==> src/rtl/serial_rx_pkg.sv <==
// Shared types and width helpers for the serial register-bank receiver.
package serial_rx_pkg;

  typedef enum logic [1:0] {
    SYNC = 2'd0,
    IDLE = 2'd1,
    RECV = 2'd2
  } rx_state_e;

  function automatic int unsigned frame_w(input int unsigned addr_w,
                                          input int unsigned data_w,
                                          input int unsigned parity_en);
    return addr_w + data_w + parity_en;
  endfunction

  function automatic int unsigned pkt_cnt_w(input int unsigned num_pkt);
    return $clog2(num_pkt + 1);
  endfunction

endpackage

==> src/rtl/serial_deframer.sv <==
// Serial shift register, saturating bit counter and running parity for one frame.
module serial_deframer #(
  parameter int unsigned FRAME_W   = 21,
  parameter int unsigned PARITY_EN = 0
) (
  input  logic               clk,
  input  logic               rst,
  input  logic               i_first,
  input  logic               i_shift,
  input  logic               i_active,
  input  logic               i_sen,
  input  logic               i_sd,
  output logic               o_frame_end_c,
  output logic               o_len_ok_c,
  output logic               o_par_ok_c,
  output logic [FRAME_W-1:0] o_word
);

  localparam int unsigned CNT_W = $clog2(FRAME_W + 2);

  logic [FRAME_W-1:0] r_shreg;
  logic [CNT_W-1:0]   r_bit_cnt;
  logic               r_par;

  // First bit restarts the frame; later bits shift in, counter sticks one past a full frame.
  always_ff @(posedge clk) begin
    if (rst) begin
      r_shreg   <= '0;
      r_bit_cnt <= '0;
      r_par     <= 1'b0;
    end else if (i_first) begin
      r_shreg   <= FRAME_W'(i_sd);
      r_bit_cnt <= CNT_W'(1);
      r_par     <= i_sd;
    end else if (i_shift) begin
      r_shreg <= {r_shreg[FRAME_W-2:0], i_sd};
      r_par   <= r_par ^ i_sd;
      if (r_bit_cnt != CNT_W'(FRAME_W + 1)) begin
        r_bit_cnt <= r_bit_cnt + CNT_W'(1);
      end
    end
  end

  assign o_frame_end_c = i_active & i_sen;
  assign o_len_ok_c    = (r_bit_cnt == CNT_W'(FRAME_W));
  assign o_par_ok_c    = (PARITY_EN == 0) || !r_par;
  assign o_word        = r_shreg;

endmodule

==> src/rtl/serial_rb_rx.sv <==
// Serial-to-register-bank receiver: frame FSM, write/error strobes and group counter.
module serial_rb_rx
  import serial_rx_pkg::*;
#(
  parameter int unsigned ADDR_W    = 3,
  parameter int unsigned DATA_W    = 18,
  parameter int unsigned NUM_PKT   = 8,
  parameter int unsigned PARITY_EN = 0
) (
  input  logic                          clk,
  input  logic                          rst,
  input  logic                          sen,
  input  logic                          sd,
  output logic                          RB_RW,
  output logic [ADDR_W-1:0]             RB_A,
  output logic [DATA_W-1:0]             RB_D,
  output logic                          rx_done,
  output logic                          frame_err,
  output logic                          parity_err,
  output logic [pkt_cnt_w(NUM_PKT)-1:0] pkt_cnt
);

  localparam int unsigned FRAME_W = frame_w(ADDR_W, DATA_W, PARITY_EN);
  localparam int unsigned CNT_W   = pkt_cnt_w(NUM_PKT);

  rx_state_e          r_state;
  rx_state_e          w_next_state;
  logic               w_first;
  logic               w_shift;
  logic               w_wr;
  logic               w_ferr;
  logic               w_perr;
  logic               w_frame_end;
  logic               w_len_ok;
  logic               w_par_ok;
  logic [FRAME_W-1:0] w_word;

  serial_deframer #(
    .FRAME_W  (FRAME_W),
    .PARITY_EN(PARITY_EN)
  ) u_deframer (
    .clk          (clk),
    .rst          (rst),
    .i_first      (w_first),
    .i_shift      (w_shift),
    .i_active     (r_state == RECV),
    .i_sen        (sen),
    .i_sd         (sd),
    .o_frame_end_c(w_frame_end),
    .o_len_ok_c   (w_len_ok),
    .o_par_ok_c   (w_par_ok),
    .o_word       (w_word)
  );

  always_ff @(posedge clk) begin
    if (rst) r_state <= SYNC;
    else     r_state <= w_next_state;
  end

  // SYNC waits for an idle sen so a frame cut by reset is never evaluated.
  always_comb begin
    w_next_state = r_state;
    w_first      = 1'b0;
    w_shift      = 1'b0;
    w_wr         = 1'b0;
    w_ferr       = 1'b0;
    w_perr       = 1'b0;
    unique case (r_state)
      SYNC: if (sen) w_next_state = IDLE;
      IDLE: begin
        if (!sen) begin
          w_next_state = RECV;
          w_first      = 1'b1;
        end
      end
      RECV: begin
        if (w_frame_end) begin
          w_next_state = IDLE;
          if (!w_len_ok)      w_ferr = 1'b1;
          else if (!w_par_ok) w_perr = 1'b1;
          else                w_wr   = 1'b1;
        end else begin
          w_shift = 1'b1;
        end
      end
      default: w_next_state = SYNC;
    endcase
  end

  // Strobes last one cycle; address/data hold until the next accepted frame.
  always_ff @(posedge clk) begin
    if (rst) begin
      RB_RW      <= 1'b1;
      RB_A       <= '0;
      RB_D       <= '0;
      rx_done    <= 1'b0;
      frame_err  <= 1'b0;
      parity_err <= 1'b0;
      pkt_cnt    <= '0;
    end else begin
      RB_RW      <= ~w_wr;
      frame_err  <= w_ferr;
      parity_err <= w_perr;
      rx_done    <= 1'b0;
      if (w_wr) begin
        RB_A <= w_word[PARITY_EN+DATA_W +: ADDR_W];
        RB_D <= w_word[PARITY_EN +: DATA_W];
        if (pkt_cnt == CNT_W'(NUM_PKT - 1)) begin
          pkt_cnt <= '0;
          rx_done <= 1'b1;
        end else begin
          pkt_cnt <= pkt_cnt + CNT_W'(1);
        end
      end
    end
  end

endmodule

==> config.mk <==
export PLATFORM = sky130hd
export DESIGN_NAME = serial_rb_rx
export DESIGN_NICKNAME = d
export VERILOG_FILES = /design/src/rtl/serial_rx_pkg.sv /design/src/rtl/serial_deframer.sv /design/src/rtl/serial_rb_rx.sv
export SDC_FILE = /design/constraint.sdc
export NUM_CORES = 1
export LEC_CHECK = 0
export CAP_MARGIN = 20
export CORE_UTILIZATION = 57
export DETAILED_ROUTE_END_ITERATION = 10
export PLACE_DENSITY = 0.83
export SETUP_SLACK_MARGIN = 0.15
export SYNTH_ARGS = -nofsm -noshare
export SYNTH_HDL_FRONTEND = slang
export SYNTH_SLANG_ARGS = --single-unit
export TNS_END_PERCENT = 30
==> constraint.sdc <==
create_clock -name clk -period 2.5 [get_ports clk]
set_input_delay 0.25 -clock clk [delete_from_list [all_inputs] [get_ports clk]]
set_output_delay 0.25 -clock clk [all_outputs]
set_load 0.03 [all_outputs]
==> summary.md, run 1 <==
| Metric | Value |
|---|---|
| CTS clock-pin slew for the worst setup and hold paths | 0.09 ns |
| Simple logic cell fraction of the synthesized area | 22.18% |
| Post-synth top area cell | dfxtp_1 |
| Worst reg-to-reg setup slack | 0.64 ns |
| WHS | 0.4677 ns |
| Final Hold Fails | 0 |
| DR WL/cell | 13.82 µm |
| VDD IR max | 0.3824 mV |
| Syn-to-layout area delta | 19.09% |
| Max Slew Vio Count | 0 |
| Commonest non-fill, non-tap cell in the layout | dfxtp_1 |
| Total CTS buffers | 5 |
| TritonCTS clock tree | yes |
| Clock Sink Count | 56 |
| Hold Path Class | register to register |
| Hold endpoint | RB_A[2] |
| Compound-Gate Fraction of Synth Area | 18.07% |
| Die height | 64.44 µm |
| Setup WS post-layout | 0.6356 ns |
| Gr usage total | 24.60% |
| Required time of the critical path | 2.73 ns |
| Post-synthesis mux area share | 1.014% |
| Critical Path Source Type | register |
| Initial DRC Count | 144 |
| Multi-input combinational cell area | 984.7 µm² |
| Layer with the highest usage | met2 |
| Setup crit start | r_state[1] |
| Max cap viols | 0 |
| Non-Filler Instances | 336 |
| Die width | 64.44 µm |
| Largest net degree at the start of global routing | 25 |
| Via-to-Cell Ratio | 5.789 |
| Max Clock Skew | 0.006123 ns |
| Top Ports | 33 |
| Leakage | 0.8449 nW |
| Synth Area in XOR/XNOR | 0.3941% |
| Worst skew pair latency | 0.29 ns |
| Hold buffers post-CTS | 0 |
| RSZ-0062 raised after global routing | false |
| HPWL Detailed | 3.089 mm |
| Worst slack, placed | 0.4721 ns |
| Hold Startpoint | u_deframer.o_word[20] |
| Post-Route WL | 4.642 mm |
| Yosys reg bits | 56 |
| Sequential-to-total area share from yosys stat | 50.45% |
| Design Area, Final | 2646 µm² |
| Port-buffer cells | 31 |
| Diode count | 0 |
| Post-route ant nets | 0 |
| Register area | 1121 µm² |
| Hold path cells | 2 |
| DP Cell Count | 330 |
| Final setup fails | 0 |
| Cell Pwr Density | 568.1 nW/µm² |
| First-pass GRT wire length | 7.990 mm |
| Clk buf depth | 2 |
| Yosys top cell area share | 50.45% |
| Core ar. | 3689 µm² |
| CTS H-tree depth | 2 |
| Initial Util | 60.24% |
| Depth of the most critical reg-to-reg path | 3 |
| Fill count | 301 |
| Mapped Avg Cell Area | 8.292 µm² |
| Post-CTS sizing | 0 |
| Post-layout net count | 297 |
| DR vias | 1945 |
| CP arrival | 2.09 ns |
| Root buf cell | clkbuf_8 |
| Initial antenna violation count | 0 |
| Mapped cell area | 2222 µm² |
| M1 GR Usage | 30.54% |
| Final Cycle Share | 74.58% |
| Most frequent cells in the layout | dfxtp_1 (56), a21oi_1 (49), nand2_1 (40) |
| GRT met3 Usage | 4.754% |
| Final Power | 1.503 mW |
| Number of global-route vias before repair | 1770 |
| Syn_nets | 276 |
| GRT overflow | 0 |
| Synth top area cells | dfxtp_1 (50%), a21oi_1 (11%), nand2_1 (6.8%) |
| Dpl cell area | 2547 µm² |
| Synth cell types | 33 |
| Routing usage on met2 | 43.42% |
| # DRC | 0 |
| Fmax | 536.4 MHz |
| Setup Fix Bufs, Post-CTS | 0 |
| Post-Syn Instances | 268 |
| Die Footprint | 4152 µm² |
| Post-layout util | 71.74% |
| Post-Synth Adder-Cell Area | 2.252% |
| Worst Tran Pin Value | 0.6019 ns |
| Gpl congestion | 0.8551 |
| Crit-path max FO | 14 |
| Largest family of logic cells by synthesized area | simple AND/OR/NAND/NOR gates |
| FP Rows | 22 |
| WS Path Type | register to register |
| Number of synthesis warnings | 0 |
| Fin crit period | 1.864 ns |
| Drt pass-1 iters | 4 |
| Post-route setup TNS | 0 ns |
| Relative slew margins | 59.74% |
| Layout cells sized above 1 | 6.597% |
| Reg-to-reg endpoint | u_deframer.r_bit_cnt[3] |
| R2r startpoint | r_state[1] |
| Endpoint type of the worst setup path | register |
| Status | finished clean |
## critical path, cell delays in order, from the launching register on
cell     delay (ns)
dfxtp_1        0.50
or3b_1         0.58
or4_1          0.56
a21oi_1        0.16
## layout make-up
cell class	count	area share (%)
clock buffer	5	2.600
tap	48	2.270
inverter	3	0.4255
clock inverter	1	1.135
timing repair buffer	39	14.00
multi-input combinational	184	37.21
sequential	56	42.36
## worst max path at each step
stage / end / cells after the start
floorplan: u_deframer.r_bit_cnt[3] / 5
global placement: u_deframer.r_bit_cnt[3] / 4
detailed placement: u_deframer.r_bit_cnt[3] / 4
CTS: u_deframer.r_bit_cnt[3] / 3
global route: u_deframer.r_bit_cnt[3] / 3
finish: u_deframer.r_bit_cnt[3] / 3
## flip-flops by register name (all words and copies together), names as in the netlist
name,flops
r_state,2
pkt_cnt,4
RB_A,3
RB_D,18
u_deframer.o_word,21
rx_done,1
u_deframer.r_bit_cnt,5
RB_RW,1
frame_err,1
## synthesized netlist by cell type, drive strengths merged
library cell / count
a211oi: 1
a21oi: 49
a311oi: 1
and3b: 1
and4b: 2
buf: 5
clkbuf: 20
conb: 1
dfxtp: 56
ha: 4
inv: 3
mux2: 2
nand2: 40
nand2b: 2
nand3: 26
nand3b: 2
nand4b: 3
nor2: 4
nor2b: 2
nor3: 5
nor3b: 2
nor4: 2
o21ai: 25
o31ai: 2
or2: 1
or3: 3
or3b: 2
or4: 1
xnor2: 1
## cell families after synthesis
| logic type | Yosys count |
|---|---|
| adder cells (fa/ha/maj) | 4 |
| XOR/XNOR | 1 |
| flip-flops | 56 |
| buffers and inverters | 28 |
| AO/OA/AOI/OAI | 78 |
| multiplexers | 2 |
| AND/OR/NAND/NOR | 98 |
| other | 1 |
## metal layers
metal | share of wire [%] | up-vias
li1 | - | 964
met1 | 46 | 931
met2 | 49 | 46
met3 | 4.8 | 4
met4 | 0.60 | 0
met5 | 0 | -
## report_power, final
part / internal [mW] / total, mW / switching (mW)
Sequential: 0.895 / 0.902 / 0.00719
Clock: 0.288 / 0.547 / 0.259
Combinational: 0.0177 / 0.0542 / 0.0365
Total: 1.20 / 1.50 / 0.303
Note: power is estimated with default switching activity, not from simulation.
==> inputs of run 2 (changes only) <==
--- a/config.mk
+++ b/config.mk
@@ -6,9 +6,9 @@
 export NUM_CORES = 1
 export LEC_CHECK = 0
 export CAP_MARGIN = 20
-export CORE_UTILIZATION = 57
+export CORE_UTILIZATION = 48
 export DETAILED_ROUTE_END_ITERATION = 10
-export PLACE_DENSITY = 0.83
+export PLACE_DENSITY = 0.75
 export SETUP_SLACK_MARGIN = 0.15
 export SYNTH_ARGS = -nofsm -noshare
 export SYNTH_HDL_FRONTEND = slang
==> constraint.sdc (replaced) <==
create_clock -name clk -period 1.55 [get_ports clk]
set_input_delay 0.155 -clock clk [delete_from_list [all_inputs] [get_ports clk]]
set_output_delay 0.155 -clock clk [all_outputs]
set_load 0.03 [all_outputs]
==> run 2 against run 1 <==
Compared with the run above:
- design area rose by 7.1%
- first-iteration DRC count fell by 19%
- core utilization fell by 7.5 points
- power rose by 69%
- worst setup slack got worse by 0.56 ns
- register-to-register slack got worse by 0.56 ns
- hold slack barely moved
- largest power group unchanged
==> summary.md, run 2 (synthesis results as in run 1) <==
| Metric | Value |
|---|---|
| Status | finished clean |
| Crit-path max FO | 2 |
| HPWL Detailed | 3.154 mm |
| Worst slack, placed | -0.09865 ns |
| Gpl congestion | 0.8192 |
| Worst skew pair latency | 0.31 ns |
| Final Hold Fails | 0 |
| Max Slew Vio Count | 0 |
| Leakage | 1.026 nW |
| Setup WS post-layout | 0.07542 ns |
| Max reg flops | 21 |
| GRT overflow | 0 |
| Root buf cell | clkbuf_8 |
| Critical path's slowest cell | clkdlybuf4s50_1 |
| Die height | 70.04 µm |
| Diode count | 0 |
| Clk buf depth | 2 |
| Critical path's top delay family | buffers and inverters |
| Core ar. | 4414 µm² |
| Drt pass-1 iters | 4 |
| Cell Pwr Density | 898.0 nW/µm² |
| Commonest non-fill, non-tap cell in the layout | dfxtp_1 |
| Most frequent cells in the layout | dfxtp_1 (52), a21oi_1 (49), nand2_1 (40) |
| Post-layout util | 64.23% |
| Worst reg-to-reg setup slack | 0.08 ns |
| TritonCTS clock tree | yes |
| Post-route ant nets | 0 |
| Final Cycle Share | 95.13% |
| Worst path cell trace | clkdlybuf4s50_1 |
| Buffers and inverters on the worst path | 1 |
| Final setup fails | 0 |
| CTS H-tree depth | 2 |
| Critical Path Source Type | register |
| Clock Sink Count | 56 |
| Fin crit period | 1.475 ns |
| Gr usage total | 20.79% |
| Layout cells sized above 1 | 14.80% |
| Hold Path Class | register to register |
| Largest net degree at the start of global routing | 24 |
| Total CTS buffers | 5 |
| Syn-to-layout area delta | 27.59% |
| VDD IR max | 0.5453 mV |
| DR vias | 1950 |
| Via-to-Cell Ratio | 5.478 |
| DR WL/cell | 14.02 µm |
| Endpoint type of the worst setup path | output port |
| Initial Util | 50.34% |
| CP arrival | 1.32 ns |
| RSZ-0062 raised after global routing | true |
| Number of global-route vias before repair | 1820 |
| Die width | 70.04 µm |
| Post-route setup TNS | 0 ns |
| # DRC | 0 |
| Multi-input combinational cell area | 1006 µm² |
| Top Ports | 33 |
| Post-Route WL | 4.992 mm |
| Initial DRC Count | 117 |
| First-pass GRT wire length | 8.314 mm |
| Required time of the critical path | 1.39 ns |
| Max Clock Skew | 0.004203 ns |
| Port-buffer cells | 31 |
| Fmax | 678.2 MHz |
| Post-layout net count | 311 |
| Fill count | 383 |
| FP Rows | 24 |
| WS Path Type | register to output port |
| Max cap viols | 0 |
| Die Footprint | 4906 µm² |
| CTS clock-pin slew for the worst setup and hold paths | 0.10 ns |
| Crit-path max cell delay | 0.67 ns |
| Initial antenna violation count | 0 |
| Hold buffers post-CTS | 0 |
| Register area | 1129 µm² |
## run 2: changes by cell type in the layout (fill, tap and decap cells not counted), moves of 3 or more
cell / delta
dfxtp_2: +3
buf_4: +7
o21ai_1: +12
o21ai_0: -12
clkdlybuf4s50_1: -11
buf_6: +5
dfxtp_1: -4
dlygate4sd2_1: +10
## run 2: metal layers
metal  wire length (µm)  GRT usage [%]  vias to the layer above
met5                  0              0                        -
met1               2378          27.66                      899
met2               2340          34.19                       48
met3                224          5.051                        6
met4                 49          4.667                        0
li1                   -              -                      997
## run 2: path summary, 6_finish.rpt
path | from | end | depth (start not counted)
max | RB_D[0] | RB_D[0] | 1
min | u_deframer.o_word[20] | u_deframer.o_word[20] | 2
max reg2reg | u_deframer.r_bit_cnt[0] | u_deframer.r_bit_cnt[3] | 5
min reg2reg | u_deframer.o_word[20] | u_deframer.o_word[20] | 2
## run 2: layout make-up
class,count,area share (%)
Multi-Input combinational cell,184,35.48
Clock inverter,3,1.633
Inverter,3,0.3972
Tap cell,52,2.295
Timing Repair Buffer,53,17.96
Clock buffer,5,2.427
Sequential cell,56,39.81
## run 2: metrics by stage
stage               power [mW]  hold slack, ns  instance area [µm²]  instances
floorplan                1.556          0.3539                 2237        268
global placement         1.597          0.4417                 2663        345
detailed placement       1.599          0.4486                 2663        345
CTS                      2.565          0.4641                 2768        353
global route             2.638          0.4792                 2835        356
finish                   2.546          0.4681                 2835        356
## run 2: what timing repair did
action                                  in CTS  in global routing
resized for setup                           12                 29
pin swaps                                    1                  1
endpoints found under the setup margin      38                 68
endpoints found under the hold margin        0                  0
gates cloned                                 0                  1
buffers inserted                             0                  2
## run 2: where the power goes
part,switching [mW],internal (mW)
combinational,0.0720,0.0490
sequential,0.00617,1.44
clock,0.484,0.490
==> inputs of run 3 (changes only) <==
--- a/config.mk
+++ b/config.mk
@@ -6,6 +6,7 @@
 export NUM_CORES = 1
 export LEC_CHECK = 0
 export CAP_MARGIN = 20
+export CORE_ASPECT_RATIO = 1.1
 export CORE_UTILIZATION = 48
 export DETAILED_ROUTE_END_ITERATION = 10
 export PLACE_DENSITY = 0.75
==> run 3 against run 2 <==
Compared with the run above:
- hold slack lost 0.0084 ns
- sequential cell count unchanged
- design area rose by 0.13%
- cell count up 1.1%
- core utilization up 0.60 points
- sequential share of layout area shrank 0.097 points
- largest power group unchanged
==> summary.md, run 3 (synthesis results as in run 1) <==
| Metric | Value |
|---|---|
| CTS H-tree depth | 2 |
| Post-layout net count | 313 |
| Worst skew pair latency | 0.31 ns |
| Clk buf depth | 2 |
| Total CTS buffers | 5 |
| Port-buffer cells | 31 |
| Root buf cell | clkbuf_8 |
| Non-Filler Instances | 360 |
| Required time of the critical path | 1.39 ns |
| Status | finished clean |
| Worst slack, placed | -0.1118 ns |
| Clock Sink Count | 56 |
| Buffers and inverters on the worst path | 1 |
| Critical path's slowest cell | clkdlybuf4s50_1 |
| Most frequent cells in the layout | dfxtp_1 (53), a21oi_1 (49), nand2_1 (40) |
| Worst path cell trace | clkdlybuf4s50_1 |
| Max cap viols | 0 |
| Worst reg-to-reg setup slack | 0.08 ns |
| WHS | 0.4597 ns |
| Design Area, Final | 2839 µm² |
| Final Cycle Share | 95.46% |
| First-pass GRT wire length | 7.652 mm |
| Depth of the most critical reg-to-reg path | 5 |
| Gpl congestion | 0.7661 |
| RSZ-0062 raised after global routing | true |
| Max Slew Vio Count | 0 |
| Hold Path Class | register to register |
| Gr usage total | 20.62% |
| DP Cell Count | 349 |
| CP endpoint | RB_D[5] |
| # DRC | 0 |
| Layout cells sized above 1 | 14.38% |
| Top Ports | 33 |
| WS Path Type | register to output port |
| Die height | 73.36 µm |
| Initial antenna violation count | 0 |
| Final setup fails | 0 |
| Crit-path max FO | 2 |
| Die Footprint | 4906 µm² |
| WP depth | 1 |
| Hold buffers post-CTS | 0 |
| Critical Path Source Type | register |
| Endpoint type of the worst setup path | output port |
| Post-layout util | 64.83% |
| Syn-to-layout area delta | 27.76% |
| Setup WS post-layout | 0.07041 ns |
| Max Clock Skew | 0.008929 ns |
| TritonCTS clock tree | yes |
| Fin crit period | 1.480 ns |
| Post-route setup TNS | 0 ns |
| DR WL/cell | 13.31 µm |
| Critical path's top delay family | buffers and inverters |
| Max reg flops | 21 |
| Diode count | 0 |
| DR vias | 1941 |
| Fmax | 675.9 MHz |
| Final Hold Fails | 0 |
| R2r startpoint | u_deframer.r_bit_cnt[0] |
| GRT overflow | 0 |
| Post-route ant nets | 0 |
| VDD IR max | 0.7194 mV |
| Cell Pwr Density | 889.8 nW/µm² |
| Fill count | 403 |
| Number of global-route vias before repair | 1690 |
| Post-Route WL | 4.792 mm |
| Crit-path max cell delay | 0.67 ns |
| CP arrival | 1.32 ns |
| Via-to-Cell Ratio | 5.392 |
| Reg-to-reg endpoint | u_deframer.r_bit_cnt[3] |
| Initial Util | 50.74% |
| Dpl cell area | 2655 µm² |
| HPWL Detailed | 3.088 mm |
| Setup crit start | RB_D[5] |
| Final Power | 2.526 mW |
| CTS clock-pin slew for the worst setup and hold paths | 0.10 ns |
| Initial DRC Count | 89 |
| Core ar. | 4379 µm² |
| FP Rows | 25 |
| Largest net degree at the start of global routing | 24 |
| Hold Startpoint | u_deframer.o_word[20] |
| Leakage | 1.192 nW |
| Commonest non-fill, non-tap cell in the layout | dfxtp_1 |
| Die width | 66.88 µm |
| Drt pass-1 iters | 4 |
==> run 3: how the worst min path moves through the flow <==
| stage | end | slack [ns] | depth (start not counted) |
|---|---|---|---|
| after CTS | u_deframer.o_word[20] | 0.46 | 2 |
| after global routing | u_deframer.o_word[20] | 0.49 | 2 |
| final | u_deframer.o_word[20] | 0.46 | 2 |
| after floorplan | r_state[0] | 0.35 | 2 |
| after global placement | u_deframer.o_word[20] | 0.44 | 2 |
| after detailed placement | u_deframer.o_word[20] | 0.45 | 2 |
==> run 3: layer usage <==
layer	global-route usage, %	up-vias	part of all wire [%]
met5	0	-	0
met4	7.801	0	1.5
met3	5.124	6	4.8
met2	33.67	41	47
met1	26.02	897	46
li1	-	997	-
==> run 3: worst reg2reg max path, cell delays in order, from the launching register on <==
cell     delay, ns
dfxtp_4       0.39
inv_2         0.05
ha_2          0.19
and4b_1       0.20
or4_1         0.46
a21oi_1       0.12
==> run 3: cell type report <==
cell class                      count  area, µm²  share of cell area (%)
Timing Repair Buffer               55      513.0                   18.07
Clock inverter                      2      38.79                   1.366
Tap cell                           54      67.56                   2.380
Sequential cell                    56       1127                   39.71
Clock buffer                        6      72.57                   2.556
Multi-Input combinational cell    184       1008                   35.52
Inverter                            3      11.26                  0.3967
==> run 3: where the power goes <==
part | internal [mW] | switching [mW] | leakage (nW) | total (mW)
Combinational | 0.0451 | 0.0698 | 0.683 | 0.115
Clock | 0.489 | 0.472 | 0.0558 | 0.960
Sequential | 1.44 | 0.00652 | 0.453 | 1.45
==> run 3: timing repair <==
action / CTS / global route
pin swaps: 2 / 1
resized for setup: 16 / 14
endpoints found under the setup margin: 32 / 49
gates cloned: 0 / 1
setup buffers: 1 / 1
